--- config.mk ---
export PLATFORM = sky130hd
export DESIGN_NAME = fp_norm_pack_flat
export DESIGN_NICKNAME = d
export VERILOG_FILES = /design/src/rtl/fp_norm_pack_if.sv /design/src/rtl/fp_norm_pack.sv /design/src/flat_wrapper.sv
export SDC_FILE = /design/constraint.sdc
export NUM_CORES = 1
export LEC_CHECK = 0
export CAP_MARGIN = 20
export CORE_ASPECT_RATIO = 0.75
export CORE_UTILIZATION = 58
export CTS_CLUSTER_SIZE = 20
export DETAILED_ROUTE_END_ITERATION = 16
export GPL_TIMING_DRIVEN = 0
export PLACE_DENSITY_LB_ADDON = 0.25
export SETUP_SLACK_MARGIN = 0.05
export SLEW_MARGIN = 5
export SYNTH_ARGS = -nofsm -noshare
export SYNTH_HDL_FRONTEND = slang
export SYNTH_SLANG_ARGS = --single-unit
--- constraint.sdc ---
create_clock -name clk -period 17.4 [get_ports clk]
set_input_delay 5.22 -clock clk [delete_from_list [all_inputs] [get_ports clk]]
set_output_delay 5.22 -clock clk [all_outputs]
set_load 0.02 [all_outputs]
--- src/rtl/fp_norm_pack_if.sv ---
// fp_norm_pack_if: handshake bundle for the FP adder post-ALU normaliser.
// The master side produces ALU results and consumes packed words; the slave
// side is the normaliser itself.
interface fp_norm_pack_if #(
   parameter int MANT_W = 23,
   parameter int EXP_W  = 8
);
   logic                     inValid;
   logic                     inReady;
   logic                     inSign;
   logic [EXP_W-1:0]         inExp;
   logic [MANT_W:0]          inMantissa;
   logic                     inCarry;
   logic                     outValid;
   logic                     outReady;
   logic [EXP_W+MANT_W:0]    outResult;
   logic                     outZero;
   logic                     outOverflow;

   modport master (
      output inValid, inSign, inExp, inMantissa, inCarry, outReady,
      input  inReady, outValid, outResult, outZero, outOverflow
   );

   modport slave (
      input  inValid, inSign, inExp, inMantissa, inCarry, outReady,
      output inReady, outValid, outResult, outZero, outOverflow
   );
endinterface

--- src/rtl/fp_norm_pack.sv ---
// fp_norm_pack: renormalises the sign-magnitude ALU result of the FP adder
// and packs it into an IEEE-754 style {sign, exp, fraction} word.
// Carry-out is handled with a single right shift at acceptance; cancellation
// is handled by shifting left up to SHIFT_STEP places per cycle.
// Truncation only, no rounding.
// Optional build macro FP_NORM_DENORM_EN: underflow produces a denormal
// instead of flushing to signed zero.
module fp_norm_pack #(
   parameter int MANT_W     = 23,
   parameter int EXP_W      = 8,
   parameter int SHIFT_STEP = 1
) (
   input logic            clk,
   input logic            rstN,
   fp_norm_pack_if.slave  bus
);

   localparam int SH_W = $clog2(MANT_W + 2);
   localparam int XW   = EXP_W + 2;
   localparam logic signed [XW-1:0] EXP_ONE = XW'(1);
   localparam logic signed [XW-1:0] EXP_MAX = XW'((1 << EXP_W) - 1);
   localparam logic [SH_W-1:0]      STEP_V  = SH_W'(SHIFT_STEP);

   typedef enum logic [1:0] {IDLE, NORM, DONE} state_t;
   typedef enum logic [1:0] {K_NORMAL, K_ZERO, K_OVF, K_DEN} kind_t;

   state_t                 state_q, state_nxt;
   kind_t                  kind_p0, kind_nxt;
   logic                   sign_p0, sign_nxt;
   logic signed [XW-1:0]   exp_p0, exp_nxt;
   logic [MANT_W:0]        mant_p0, mant_nxt;

   logic [SH_W-1:0]        lz, step;
   logic signed [XW-1:0]   step_x, exp_dec, exp_in;
   logic                   accept;

   logic [EXP_W+MANT_W:0]  pack_res, res_p1;
   logic                   pack_zero, pack_ovf;
   logic                   vld_p1, zero_p1, ovf_p1;

`ifdef FP_NORM_DENORM_EN
   logic signed [XW-1:0]   exp_gap;
   assign exp_gap = exp_p0 - EXP_ONE;
`endif

   function automatic logic [SH_W-1:0] lead_zeros(input logic [MANT_W:0] m);
      logic [SH_W-1:0] n;
      logic            found;
      n     = '0;
      found = 1'b0;
      for (int i = MANT_W; i >= 0; i--) begin
         if (!found && !m[i]) n = n + SH_W'(1);
         else found = 1'b1;
      end
      return n;
   endfunction

   assign lz      = lead_zeros(mant_p0);
   assign step    = (lz < STEP_V) ? lz : STEP_V;
   assign step_x  = $signed({{(XW-SH_W){1'b0}}, step});
   assign exp_dec = exp_p0 - step_x;
   assign exp_in  = $signed({2'b00, bus.inExp}) + EXP_ONE;

   assign bus.inReady     = rstN && (state_q == IDLE);
   assign accept          = bus.inValid && bus.inReady;
   assign bus.outValid    = vld_p1;
   assign bus.outResult   = res_p1;
   assign bus.outZero     = zero_p1;
   assign bus.outOverflow = ovf_p1;

   // Next-state and working-register update: accept, normalise, wait for drain
   always_comb begin
      state_nxt = state_q;
      kind_nxt  = kind_p0;
      sign_nxt  = sign_p0;
      exp_nxt   = exp_p0;
      mant_nxt  = mant_p0;
      case (state_q)
         IDLE: begin
            if (accept) begin
               sign_nxt = bus.inSign;
               kind_nxt = K_NORMAL;
               if (bus.inCarry) begin
                  mant_nxt  = {1'b1, bus.inMantissa[MANT_W:1]};
                  exp_nxt   = exp_in;
                  state_nxt = DONE;
                  if (exp_in >= EXP_MAX) kind_nxt = K_OVF;
               end else if (bus.inMantissa == '0) begin
                  sign_nxt  = 1'b0;
                  kind_nxt  = K_ZERO;
                  state_nxt = DONE;
               end else begin
                  mant_nxt  = bus.inMantissa;
                  exp_nxt   = $signed({2'b00, bus.inExp});
                  state_nxt = NORM;
               end
            end
         end
         NORM: begin
            if (mant_p0[MANT_W]) begin
               state_nxt = DONE;
            end else if (exp_dec < EXP_ONE) begin
`ifdef FP_NORM_DENORM_EN
               // Stop at the smallest normal exponent and emit a denormal
               if (exp_p0 <= EXP_ONE) begin
                  kind_nxt  = K_DEN;
                  state_nxt = DONE;
               end else begin
                  mant_nxt = mant_p0 << exp_gap;
                  exp_nxt  = EXP_ONE;
               end
`else
               kind_nxt  = K_ZERO;
               state_nxt = DONE;
`endif
            end else begin
               mant_nxt = mant_p0 << step;
               exp_nxt  = exp_dec;
            end
         end
         DONE: begin
            if (vld_p1 && bus.outReady) state_nxt = IDLE;
         end
         default: state_nxt = IDLE;
      endcase
   end

   // Pack the working registers into the output word for the result kind
   always_comb begin
      pack_res  = {sign_p0, exp_p0[EXP_W-1:0], mant_p0[MANT_W-1:0]};
      pack_zero = 1'b0;
      pack_ovf  = 1'b0;
      case (kind_p0)
         K_OVF: begin
            pack_res = {sign_p0, {EXP_W{1'b1}}, {MANT_W{1'b0}}};
            pack_ovf = 1'b1;
         end
         K_ZERO: begin
            pack_res  = {sign_p0, {(EXP_W+MANT_W){1'b0}}};
            pack_zero = 1'b1;
         end
         K_DEN: begin
            pack_res  = {sign_p0, {EXP_W{1'b0}}, mant_p0[MANT_W-1:0]};
            pack_zero = (mant_p0[MANT_W-1:0] == '0);
         end
         default: ;
      endcase
   end

   // Control state: FSM and result kind
   always_ff @(posedge clk) begin
      if (!rstN) begin
         state_q <= IDLE;
         kind_p0 <= K_NORMAL;
      end else begin
         state_q <= state_nxt;
         kind_p0 <= kind_nxt;
      end
   end

   // Working datapath: sign, widened exponent and mantissa under normalisation
   always_ff @(posedge clk) begin
      sign_p0 <= sign_nxt;
      exp_p0  <= exp_nxt;
      mant_p0 <= mant_nxt;
   end

   // Output stage: load once on entering DONE, hold until the downstream takes it
   always_ff @(posedge clk) begin
      if (!rstN) begin
         vld_p1  <= 1'b0;
         res_p1  <= '0;
         zero_p1 <= 1'b0;
         ovf_p1  <= 1'b0;
      end else if (state_q == DONE && !vld_p1) begin
         vld_p1  <= 1'b1;
         res_p1  <= pack_res;
         zero_p1 <= pack_zero;
         ovf_p1  <= pack_ovf;
      end else if (vld_p1 && bus.outReady) begin
         vld_p1  <= 1'b0;
      end
   end

endmodule

--- src/flat_wrapper.sv ---
// flat-port wrapper written by rule: the top's interface ports become plain ports
module fp_norm_pack_flat 
#(
   parameter int MANT_W     = 23,
   parameter int EXP_W      = 8,
   parameter int SHIFT_STEP = 1
)
  (clk, rstN, bus_inValid, bus_inSign, bus_inExp, bus_inMantissa, bus_inCarry, bus_outReady, bus_inReady, bus_outValid, bus_outResult, bus_outZero, bus_outOverflow);
  fp_norm_pack_if #(.MANT_W(MANT_W), .EXP_W(EXP_W)) bus_i ();
  input logic clk;
  input logic rstN;
  input wire logic [$bits(bus_i.inValid)-1:0] bus_inValid;
  input wire logic [$bits(bus_i.inSign)-1:0] bus_inSign;
  input wire logic [$bits(bus_i.inExp)-1:0] bus_inExp;
  input wire logic [$bits(bus_i.inMantissa)-1:0] bus_inMantissa;
  input wire logic [$bits(bus_i.inCarry)-1:0] bus_inCarry;
  input wire logic [$bits(bus_i.outReady)-1:0] bus_outReady;
  output wire logic [$bits(bus_i.inReady)-1:0] bus_inReady;
  output wire logic [$bits(bus_i.outValid)-1:0] bus_outValid;
  output wire logic [$bits(bus_i.outResult)-1:0] bus_outResult;
  output wire logic [$bits(bus_i.outZero)-1:0] bus_outZero;
  output wire logic [$bits(bus_i.outOverflow)-1:0] bus_outOverflow;
  assign bus_i.inValid = bus_inValid;
  assign bus_i.inSign = bus_inSign;
  assign bus_i.inExp = bus_inExp;
  assign bus_i.inMantissa = bus_inMantissa;
  assign bus_i.inCarry = bus_inCarry;
  assign bus_i.outReady = bus_outReady;
  assign bus_inReady = bus_i.inReady;
  assign bus_outValid = bus_i.outValid;
  assign bus_outResult = bus_i.outResult;
  assign bus_outZero = bus_i.outZero;
  assign bus_outOverflow = bus_i.outOverflow;
  fp_norm_pack #(.MANT_W(MANT_W), .EXP_W(EXP_W), .SHIFT_STEP(SHIFT_STEP)) u_core (.clk(clk), .rstN(rstN), .bus(bus_i));
endmodule
* Word-level counts from Yosys, hierarchy flattened
Index checks and enable logic that the tools add are counted.
** Word-level totals
- Register bits :: 74
- Latch bits :: 0
- Memory bits (writable) :: 0
- Bits in read-only memories :: 0
- Input bits :: 38
- Output and inout port bits :: 36
- Word-level logic and storage cells :: 216
- Memories kept :: 0
** Cells by class
- Add/sub/neg operators :: 25
- Multipliers :: 0
- Divide/modulo/power cells :: 0
- Order comparisons :: 3
- Eq/ne operators :: 12
- Shift-type cells :: 1
- Multiplexer cells :: 81
- Bitwise gates (word level) :: 0
- Reduce and logical (&&, ||, !) cells :: 84
** Operator list (number)
- $mux W24 :: 5
- $mux W5 :: 24
- $add A5 B1 Y5 const B :: 23
- $pmux W31 S3 :: 1
- $mux W10 :: 5
- $pmux W24 S2 :: 1
- $logic_not A1 Y1 :: 47
- $mux W1 :: 30
- $logic_and A1 B1 Y1 :: 27
- $logic_not A24 Y1 :: 1
- $shl A24 B5 Y24 :: 1
- $logic_not A23 Y1 :: 1
- $mux W2 :: 11
- $pmux W10 S2 :: 1
- $ge A10 B9 Y1 const B :: 1
- $lt A10 B2 Y1 const B :: 1
- $sub A10 B6 Y10 :: 1
- $add A8 B1 Y9 const B :: 1
- $eq A2 B2 Y1 const B :: 3
- $ne A2 B1 Y1 const B :: 3
- $pmux W2 S3 :: 1
- $reduce_and A3 Y1 :: 2
- $lt A5 B1 Y1 const B :: 1
- $reduce_and A5 Y1 :: 1
- other kinds (10) :: 13

* Longest topological paths before layout
Gate-level depths: netlist of the first run.
- Word-level depth :: 76
- Gate-level depth with buffers :: 71
- Mapped depth without buffers :: 68

* Least setup slack after synthesis of the first run
OpenSTA, ideal clock, no wires.
- Path type :: flip-flop to flip-flop
- Start point :: reg u_core.mant_p0[22]
- End point :: reg u_core.mant_p0[22], enable pin
- Setup time :: 303 ps
- Arrival :: 12876 ps
- Required time :: 17097 ps
- Slack :: 4221 ps
- Stages on the path, launching flop included :: 71
- Path buffers :: 3
- Period minus slack after synthesis :: 13179 ps
- Cells stage by stage :: edfxtp_1 buf_2 or2_2 clkbuf_1 inv_2 ha_1 nand2b_1 a21oi_1 ha_1 nor3b_1 o311ai_0 o21ai_0 a21oi_1 a31oi_1 ha_1 nand2_1 nor4_1 nor2_1 [35 not listed] xor2_1 xnor2_1 and3_1 o211ai_4 buf_12 ha_1 nor2b_1 o21ai_0 nand2b_1 a21o_1 a21o_1 or3_1 o31ai_1 o31ai_1 nor2_1 nand2_1 a21oi_1 nor2b_1
** On the way
- Longest elaborated chain between the ends :: 75
- Elaborated cells on any way between the ends :: 119
- Classes of those cells :: add/sub (23); order compare (2); eq/ne (1); mux (46); reduce/logical (47)
** Ends and longest elaborated chain
- from (decl) :: RTL line fp_norm_pack.sv:31 : logic [MANT_W:0] mant_p0, mant_nxt;
- from (signal assigned) :: RTL line fp_norm_pack.sv:165 : mant_p0 <= mant_nxt;
- $logic_not A1 Y1 (*) :: RTL line fp_norm_pack.sv:52 : if (!found && !m[i]) n = n + SH_W'(1);
- $logic_and A1 B1 Y1 (*) :: RTL line fp_norm_pack.sv:52
- branches (longest 66 deep; another with $add A5 B1 Y5)
- $mux W5 (*) :: RTL line fp_norm_pack.sv:52
- $lt A5 B1 Y1 :: RTL line fp_norm_pack.sv:59 : assign step = (lz < STEP_V) ? lz : STEP_V;
- $mux W5 (*) :: RTL line fp_norm_pack.sv:59
- $sub A10 B6 Y10 (*) :: RTL line fp_norm_pack.sv:61 : assign exp_dec = exp_p0 - step_x;
- $lt A10 B2 Y1 (*) :: RTL line fp_norm_pack.sv:102 : end else if (exp_dec < EXP_ONE) begin
- $ne A2 B2 Y1 (no line) (*)
- $reduce_and A5 Y1 (no line) (*)
Every way passes the cells marked *.
A chain may end at the register's enable or synchronous reset.

* Final worst setup path of the first run
Same ends and word-level chain as after synthesis.

==> metrics.txt, run 1 <==
gpl congestion=around 0.90; RSZ-0062 raised after global routing=false; die area=around 12000 sq um; Clock transition at path regs=approximately 0.060 ns; Crit-path slowest cell=nor4_1; power share of the clock group=0.387; largest net degree at the start of global routing=21; total power=530 uW; Final ANT Viol Nets=0; Distinct cells, synth=between 70 and 80; part of the power in combinational logic=0.234; fin crit share=0.816; Synth Cell Area=6550 sq um; Leak Pwr=~3.0 nW; Tightest Hold Check Type=flip-flop to flip-flop; CTS tree=built; cts hold-fix bufs=0; boundary pin count=between 70 and 80; core box area=around 11000 sq um; Slew HR=0.438; sequential cell area=between 1500 and 2000 sq um; worst slew pin tran=around 0.84 ns; antenna violations before repair=0; Internal=372 uW; Critical Path RT=roughly 17 ns; Post-synth EDFFs=35; Synth Register Bits=between 70 and 80; DP HPWL=14300 um; maximum root-to-sink buffer count=2; Max FO, Critical Path=20; post-cts repair resize count=0; DRC errors left=0; Post-Place Setup Slack=approximately 3.5 ns; Post-synth top flop=dfxtp_1; asr flop ratio synth=0; max frequency=between 70 and 80 MHz; Die H=roughly 94 um; final design utilization=0.714; Post-CTS Setup Repair Bufs=0; Total Routing Usage GR=0.315; status=completed; port bufs=72; final worst slack=approximately 3.2 ns; Peak VDD IR=0.0000508 V; first-pass GRT wire length=29300 um; # rows=33; Reg power frac=0.379; H-tree depth=3; layout cells sized above 1=0.0638; Multi-input gate area=roughly 4400 sq um; r2r setup slk=around 3.2 ns; Final nets=940; Total Routed Length=roughly 18000 um; fillers=roughly 850; Starting Density=0.598; Arr. time, crit path=14.26 ns; Switching Share=0.299; DRT Pass-1 Iters=8; Mapped Cells=786; DR WL/cell=18.1 um; initial DRC count=approximately 520; Critical Path Most Common Cell=ha_1; clk_lat worst skew=roughly 0.35 ns; critical path class=flip-flop to flip-flop; Sw Pwr=~160 uW; CTS root buffer=clkbuf_16; Final Critical Period=14.20 ns; Power Density=slightly below 70 nW/um^2; slowest stage delay, CP=between 0.5 and 0.6 ns; # clock sinks=74; area delta synth->final=19.4%; crit end category=flip-flop; vias per cell=between 6 and 7; Sum Neg Setup Slack=0 ns; total CTS buffers=9; count of final setup violators=0; Worst Skew=0.00918 ns; vias in the first global route=~6k; Vias=6362; Final Hold Fails=0; max-cap violations=0; syn_area_per_cell=between 8 and 9 sq um; Seq/Total Area, Yosys=0.280; Final Slew Violations=0; nature of the critical path startpoint=flip-flop; total congestion overflow=0; number of synthesis warnings=0; # diodes=0; DIE WIDTH=125 um
per-stage QoR:
stage,instances,hold WS (ns),area (sq um)
floorplan,789,0.496,6560
global route,1018,0.522,7820
detailed placement,1002,0.469,7490
CTS,1018,0.484,7820
global placement,1001,0.456,7450
finish,1018,0.484,7820
critical path, delay by kind of cell, from the launching register on:
| family | cells | cell delay, ns |
|---|---|---|
| mux | 4 | 0.39 |
| xor+xnor | 4 | 0.96 |
| simple gates | 18 | 2.80 |
| buf+inv | 6 | 0.93 |
| flops | 1 | 0.35 |
| fa+ha+maj | 10 | 3.06 |
| compound gates | 27 | 5.39 |
state kept, by name (all words and copies together), names as in the netlist:
register                cells
u_core.bus.outOverflow      1
u_core.bus.outResult       32
u_core.bus.outValid         1
u_core.bus.outZero          1
u_core.exp_p0              10
u_core.kind_p0              2
u_core.mant_p0             24
u_core.sign_p0              1
u_core.state_q              2
synthesized netlist by cell type, drive strengths merged, types with 3 or more instances:
| cell type | number | area [sq um] |
|---|---|---|
| o22ai | 26 | 163 |
| a21oi | 46 | 234 |
| nor3 | 22 | 121 |
| o31ai | 5 | 37.5 |
| and2 | 11 | 71.3 |
| or4 | 6 | 52.6 |
| a21o | 7 | 52.6 |
| o21ai | 42 | 210 |
| or3 | 8 | 50.1 |
| o211ai | 6 | 58.8 |
| a21boi | 6 | 45.0 |
| nand2b | 12 | 75.1 |
| nand4 | 9 | 56.3 |
| nor3b | 7 | 52.6 |
| buf | 19 | 131 |
| nor2b | 46 | 288 |
| edfxtp | 35 | 1050 |
| and3 | 6 | 37.5 |
| nand4b | 3 | 26.3 |
| nand3 | 15 | 75.1 |
| a211oi | 5 | 42.5 |
| xnor3 | 7 | 159 |
| nand2 | 69 | 259 |
| nor2 | 62 | 233 |
| a31oi | 9 | 56.3 |
| ha | 28 | 350 |
| inv | 20 | 75.1 |
| xor2 | 25 | 219 |
| mux2i | 50 | 500 |
| clkbuf | 34 | 129 |
| xnor2 | 27 | 251 |
| nor4 | 15 | 113 |
| or2 | 4 | 25.0 |
| dfxtp | 39 | 781 |
| nand3b | 3 | 22.5 |
| a22oi | 23 | 173 |
cell type report:
cell class / instances / area share
flip-flops and latches: 74 / 0.234
inverters: 20 / 0.00961
clock inverters: 5 / 0.00736
well taps: 140 / 0.0224
clock buffers: 11 / 0.0338
repair buffers: 73 / 0.0957
multi-input cells: 642 / 0.563
plain buffers: 53 / 0.0333
cell usage in the layout, fill, tap and decap left out, types with 9 or more instances in the layout:
cell type / count
a21oi_1: 44
xnor2_1: 25
a31oi_1: 9
nor2_1: 62
nor3_1: 21
a22oi_1: 23
and2_1: 9
edfxtp_1: 35
xor2_1: 25
nor4_1: 12
o21ai_0: 42
inv_1: 19
mux2i_1: 50
clkbuf_1: 33
clkdlybuf4s50_1: 72
ha_1: 28
nand4_1: 9
clkbuf_16: 10
nand2_1: 69
nand3_1: 15
o22ai_1: 26
nand2b_1: 12
dfxtp_1: 39
buf_2: 13
nor2b_1: 46
power by group through the flow:
stage / clock (mW) / combinational (mW) / sequential (mW)
floorplan: 0 / 0.0754 / 0.208
global placement: 0 / 0.116 / 0.204
detailed placement: 0 / 0.121 / 0.204
CTS: 0.205 / 0.122 / 0.201
global route: 0.213 / 0.135 / 0.202
finish: 0.205 / 0.124 / 0.201
cells by family after synthesis:
| group | synth area share |
|---|---|
| xor+xnor | 0.0961 |
| other cells | 0.00115 |
| flops | 0.280 |
| buf+inv | 0.0512 |
| fa+ha+maj | 0.0596 |
| simple gates | 0.244 |
| compound gates | 0.190 |
| mux | 0.0782 |
final timing paths:
path | from | end | depth (start not counted)
max | u_core.mant_p0[22] | u_core.mant_p0[22] | 69
min | u_core.bus.outResult[31] | u_core.bus.outResult[31] | 2
max reg2reg | u_core.mant_p0[22] | u_core.mant_p0[22] | 69
min reg2reg | u_core.bus.outResult[31] | u_core.bus.outResult[31] | 2
per-layer routing:
metal | share of wire | global-route usage | vias up
met2 | 0.44 | 0.502 | 296
li1 | - | - | 3054
met1 | 0.45 | 0.431 | 2985
met3 | 0.094 | 0.0689 | 27
met5 | 0 | 0 | -
met4 | 0.019 | 0.0833 | 0
(Power assumes the default switching activity.)
==> run 2, diff against run 1 <==
- clock period: 17.4 -> 14.8 ns (I/O delays scaled with it)
==> run 2 against run 1 <==
Clock power up 18%; critical path depth is 1 higher; wire length rose by 0.55%; critical path type unchanged; largest cell class unchanged.
==> metrics.txt, run 2 (synthesized netlist as in run 1, its figures left out) <==
fillers=849 (-0.59%); Starting Density=0.598 (unchanged); Peak VDD IR=0.0000598 V (+18%); layout cells sized above 1=0.0694 (+0.00562); worst hold path cell count=2 (unchanged); area delta synth->final=19.7%; worst slew pin tran=0.843 ns (+0.00718 ns); non-filler instance count after layout=1019 (+0.098%); total CTS buffers=9 (unchanged); Tightest Hold Check Type=flip-flop to flip-flop; Crit-path slowest cell=fa_1; clk_lat worst skew=0.35 ns (about the same); cts hold-fix bufs=0 (unchanged); min-delay src=u_core.bus.outResult[31]; port bufs=72 (unchanged); H-tree depth=3 (unchanged); status=completed; final worst slack=1.31 ns (-1.90 ns); Post-Place Setup Slack=0.925 ns (-2.60 ns); Final Hold Fails=0 (unchanged); most common cell after layout, fill and taps aside=clkdlybuf4s50_1; # clock sinks=74 (unchanged); vias in the first global route=5845 (unchanged); Die H=94.0 um (unchanged); DRC errors left=0 (unchanged); # rows=33 (unchanged); initial DRC count=621 (+19%); nature of the critical path startpoint=flip-flop; DP HPWL=14300 um (unchanged); first-pass GRT wire length=29300 um (unchanged); maximum root-to-sink buffer count=2 (unchanged); Total Routing Usage GR=0.315 (unchanged); Leak Pwr=2.99 nW (+0.38%); max-cap violations=0 (unchanged); total congestion overflow=0 (unchanged); commonest cells after routing, fill and taps aside=72 x clkdlybuf4s50_1, 69 x nand2_1, 62 x nor2_1; boundary pin count=74 (unchanged); critical path class=flip-flop to flip-flop; sequential cell area=1830 sq um (unchanged); RSZ-0062 raised after global routing=false; Total Routed Length=18500 um (+0.55%); antenna violations before repair=0 (unchanged); DRT Pass-1 Iters=7 (-1); Final Slew Violations=0 (unchanged); Clock transition at path regs=0.07 ns (about the same); RR Endpoint=u_core.mant_p0[5]; Arr. time, crit path=13.56 ns (-0.70 ns); Final ANT Viol Nets=0 (unchanged); Critical Path RT=14.86 ns (-2.60 ns); Max FO, Critical Path=10 (-50%); Worst Skew=0.00903 ns (-0.000149 ns); number of flip-flops in the largest register=32 (unchanged); Power Density=79.6 nW/um^2 (+17%); vias per cell=6.20 (-0.87%); placed cells=1002 (unchanged); core box area=10900 sq um (unchanged); Critical Path Most Common Cell=ha_1; DIE WIDTH=125 um (unchanged); CTS root buffer=clkbuf_16; count of final setup violators=0 (unchanged); FF-to-FF Start=u_core.mant_p0[22]; Final Critical Period=13.49 ns (-0.705 ns); die area=11700 sq um (unchanged); largest net degree at the start of global routing=21 (unchanged); Multi-input gate area=4410 sq um (+0.26%); CTS tree=built; gpl congestion=0.904 (unchanged); Final nets=941 (+0.11%); Vias=6313 (-0.77%); total power=624 uW (+18%); r2r setup slk=1.31 ns (-1.90 ns); DR WL/cell=18.2 um (+0.46%); crit end category=flip-flop; Register-to-Register Path Depth=70 (+1.4%); fin crit share=0.912 (+0.0957); WHS Endpoint=u_core.bus.outResult[31]; max frequency=74.1 MHz (+5.2%); Slew HR=0.433 (-0.00483); # diodes=0 (unchanged); slowest stage delay, CP=0.45 ns (-0.10 ns)
## run 2: changes by cell type in the layout (fill, tap and decap cells not counted)
| cell | previous run | this run |
|---|---|---|
| clkbuf_1 | 33 | 31 |
| o21ai_0 | 42 | 41 |
| clkbuf_2 | 1 | 3 |
| buf_4 | 1 | 2 |
| nor4_1 | 12 | 11 |
| o31ai_2 | 0 | 1 |
| nor4_2 | 3 | 4 |
| o21ai_1 | 0 | 1 |
| o31ai_1 | 5 | 4 |
## run 2: how the worst max path moves through the flow
| stage | from | slack, ns | end |
|---|---|---|---|
| 6_report | u_core.mant_p0[22] | 1.31 | u_core.mant_p0[5] |
| 5_1_grt | u_core.mant_p0[22] | 0.09 | u_core.mant_p0[22] |
| 4_1_cts | u_core.mant_p0[22] | 0.84 | u_core.mant_p0[22] |
| 3_5_place_dp | u_core.mant_p0[22] | 0.93 | u_core.mant_p0[22] |
| 3_3_place_gp | u_core.mant_p0[22] | -0.41 | u_core.mant_p0[22] |
| 2_1_floorplan | u_core.mant_p0[22] | 1.62 | u_core.mant_p0[22] |
## run 2: area by class of cell
type                            count  share of cell area
Tap cell                          140              0.0224
Sequential cell                    74               0.234
Multi-Input combinational cell    642               0.563
Clock inverter                      5             0.00734
Buffer                             53              0.0335
Inverter                           20             0.00958
Timing Repair Buffer               74              0.0964
Clock buffer                       11              0.0337
## run 2: worst max-delay path, delay by kind of cell (launching register included)
kind / cells / cell delay (ns)
AOI/OAI and AO/OA: 25 / 3.94
buffers and inverters: 6 / 1.00
DFF: 1 / 0.35
muxes: 4 / 0.52
adders and majority gates: 11 / 3.36
and+or+nand+nor: 19 / 2.82
xor gates and xnor gates: 5 / 1.20
## run 2: timing repair
action                                  4_1_cts  5_1_grt
setup buffers                                 0        1
gates resized for setup                       0        7
endpoints found under the setup margin        0       58
## run 2: layer usage
metal / share of wire / global-route usage / vias to the layer above
li1: - / - / 3055
met1: 0.46 / 0.431 / 2970
met2: 0.44 / 0.502 / 269
met3: 0.082 / 0.0689 / 19
met4: 0.017 / 0.0833 / 0
met5: 0 / 0 / -
## run 2: metrics by stage
stage / instance area, sq um / hold WS (ns) / setup TNS [ns] / util
3_3_place_gp: 7450 / 0.456 / -8.65 / 0.681
2_1_floorplan: 6560 / 0.496 / 0 / -
5_1_grt: 7840 / 0.522 / 0 / 0.716
3_5_place_dp: 7490 / 0.469 / 0 / 0.685
6_report: 7840 / 0.482 / 0 / 0.716
4_1_cts: 7820 / 0.484 / 0 / 0.714
## run 2: report_power, final
part,switching [mW],internal [mW]
combinational,0.0834,0.0635
clock,0.0949,0.146
sequential,0.00827,0.228
==> run 3, diff against run 2 <==
- CORE_UTILIZATION: 58 -> 52
- clock period: 14.8 -> 12 ns (I/O delays scaled with it)
==> run 3 against run 2 <==
Non-clock buffer count grew 47; largest cell class unchanged; critical path type unchanged; wire length grew 14%; largest power group unchanged; global-route usage shrank 0.76 points; sequential share of layout area shrank 2.4 points.
==> metrics.txt, run 3 (synthesized netlist as in run 1, its figures left out) <==
status=completed; number of flip-flops in the largest register=32 (unchanged); FF-to-FF Start=u_core.mant_p0[23]; largest net degree at the start of global routing=14 (-33%); Final Slew Violations=0 (unchanged); Buf/Inv on CP=5 (-1); Tightest Hold Check Type=flip-flop to flip-flop; Critical Path RT=12.06 ns (-2.80 ns); slowest stage delay, CP=0.48 ns (+0.03 ns); Slew HR=0.341 (-0.0926); total congestion overflow=0 (unchanged); Total Routed Length=21000 um (+14%); DR WL/cell=19.2 um (+5.9%); critical path depth in cells=67 (-4.3%); CP top delay family=compound AO/OA/AOI/OAI gates; part of the power in combinational logic=0.272 (+0.037); Power Density=94.0 nW/um^2 (+18%); Die H=99.2 um (+5.5%); Switching Share=0.297 (-0.00182); area delta synth->final=33.6%; layout cells sized above 1=0.191 (+0.122); r2r setup slk=0.19 ns (-1.12 ns); Starting Density=0.534 (-0.0644); Peak VDD IR=0.0000752 V (+26%); RSZ-0062 raised after global routing=true; Final nets=989 (+5.1%); fillers=925 (+9.0%); min-delay src=u_core.bus.outResult[31]; Worst Skew=0.00613 ns (-0.00290 ns); Internal=578 uW (+32%); power share of the clock group=0.372 (-0.014); Total Routing Usage GR=0.307 (-0.00761); Crit-path slowest cell=edfxtp_1; DRT Pass-1 Iters=5 (-2); maximum root-to-sink buffer count=2 (unchanged); CTS tree=built; initial DRC count=553 (-11%); WHS Endpoint=u_core.bus.outResult[31]; count of final setup violators=0 (unchanged); clk_lat worst skew=0.34 ns (about the same); total CTS buffers=9 (unchanged); # clock sinks=74 (unchanged); port bufs=72 (unchanged); final worst slack=0.189 ns (-1.12 ns); vias per cell=6.18 (-0.18%); RR Endpoint=u_core.mant_p0[22]; Reg power frac=0.356 (-0.023); Leak Pwr=3.33 nW (+11%); total power=822 uW (+32%); Register-to-Register Path Depth=67 (-4.3%); gpl congestion=0.953 (+5.4%); antenna violations before repair=0 (unchanged); Critical Path Most Common Cell=ha_1; max-cap violations=0 (unchanged); most common cell after layout, fill and taps aside=clkdlybuf4s50_1; first-pass GRT wire length=32000 um (+9.2%); critical path class=flip-flop to flip-flop; Final Hold Fails=0 (unchanged); cts hold-fix bufs=0 (unchanged); fin crit share=0.984 (+0.0725); nature of the critical path startpoint=flip-flop; CTS root buffer=clkbuf_16; Vias=6759 (+7.1%); Sw Pwr=244 uW (+31%); # diodes=0 (unchanged); Clock transition at path regs=0.06 ns (about the same); Max FO, Critical Path=10 (unchanged); Worst Setup SP=u_core.mant_p0[23]; H-tree depth=3 (unchanged); post-layout instance area=8750 sq um (+12%); worst slew pin tran=0.981 ns (+0.138 ns); DRC errors left=0 (unchanged); boundary pin count=74 (unchanged); max frequency=84.7 MHz (+14%); Final Critical Period=11.81 ns (-1.68 ns); worst hold path cell count=2 (unchanged); crit end category=flip-flop; # rows=35 (+6.1%); Final ANT Viol Nets=0 (unchanged); die area=13000 sq um (+11%); vias in the first global route=6276 (+7.4%); DP Area=7530 sq um (+0.48%); DP HPWL=14500 um (+1.2%); Post-Place Setup Slack=-1.81 ns (-2.74 ns); Hold WS=0.484 ns (+0.00195 ns); DIE WIDTH=132 um (+5.5%); core box area=12300 sq um (+12%); commonest cells after routing, fill and taps aside=72 x clkdlybuf4s50_1, 66 x nand2_1, 57 x nor2_1; Arr. time, crit path=11.87 ns (-1.69 ns)
==> run 3: repair_timing <==
action	CTS	global route
setup endpoints to repair	66	65
cloned	4	0
pin swaps	33	79
resized for setup	49	72
setup buffers	33	21
==> run 3: power groups by stage <==
stage,registers [mW],clock network (mW),logic [mW]
CTS,0.292,0.307,0.198
floorplan,0.301,0,0.111
finish,0.293,0.306,0.224
detailed placement,0.296,0,0.176
global placement,0.296,0,0.171
global route,0.294,0.315,0.239
==> run 3: per-stage QoR <==
step | setup TNS [ns] | std cells | util
after floorplan | 0 | 789 | -
after global placement | -69.26 | 1027 | 0.614
after detailed placement | -91.57 | 1027 | 0.614
after CTS | 0 | 1078 | 0.680
after global routing | -15.36 | 1093 | 0.714
final | 0 | 1093 | 0.714
==> run 3: final cells by class <==
type | count | area [sq um] | share of cell area
Multi-Input combinational cell | 643 | 4890 | 0.558
Clock buffer | 12 | 258 | 0.0295
Tap cell | 166 | 208 | 0.0237
Sequential cell | 74 | 1830 | 0.209
Inverter | 20 | 77.6 | 0.00887
Buffer | 50 | 269 | 0.0307
Clock inverter | 4 | 73.8 | 0.00844
Timing Repair Buffer | 124 | 1150 | 0.131
==> run 3: tightest hold or removal path, stage by stage, from the launching register on <==
cell	delay (ns)
dfxtp_1	0.31
nand2_1	0.05
a21boi_0	0.07
==> run 3: per-layer routing <==
layer	vias up	part of all wire	wire length [um]	global-route usage
met4	0	0.018	369	0.0886
li1	3152	-	-	-
met2	323	0.47	9910	0.504
met3	44	0.070	1460	0.0474
met1	3240	0.44	9290	0.421
met5	-	0	0	0
==> run 3: worst max-delay path by stage <==
stage / to
final: u_core.mant_p0[22]
after global routing: u_core.mant_p0[22]
after global placement: u_core.mant_p0[22]
after CTS: u_core.mant_p0[19]
after detailed placement: u_core.mant_p0[22]
after floorplan: u_core.mant_p0[22]
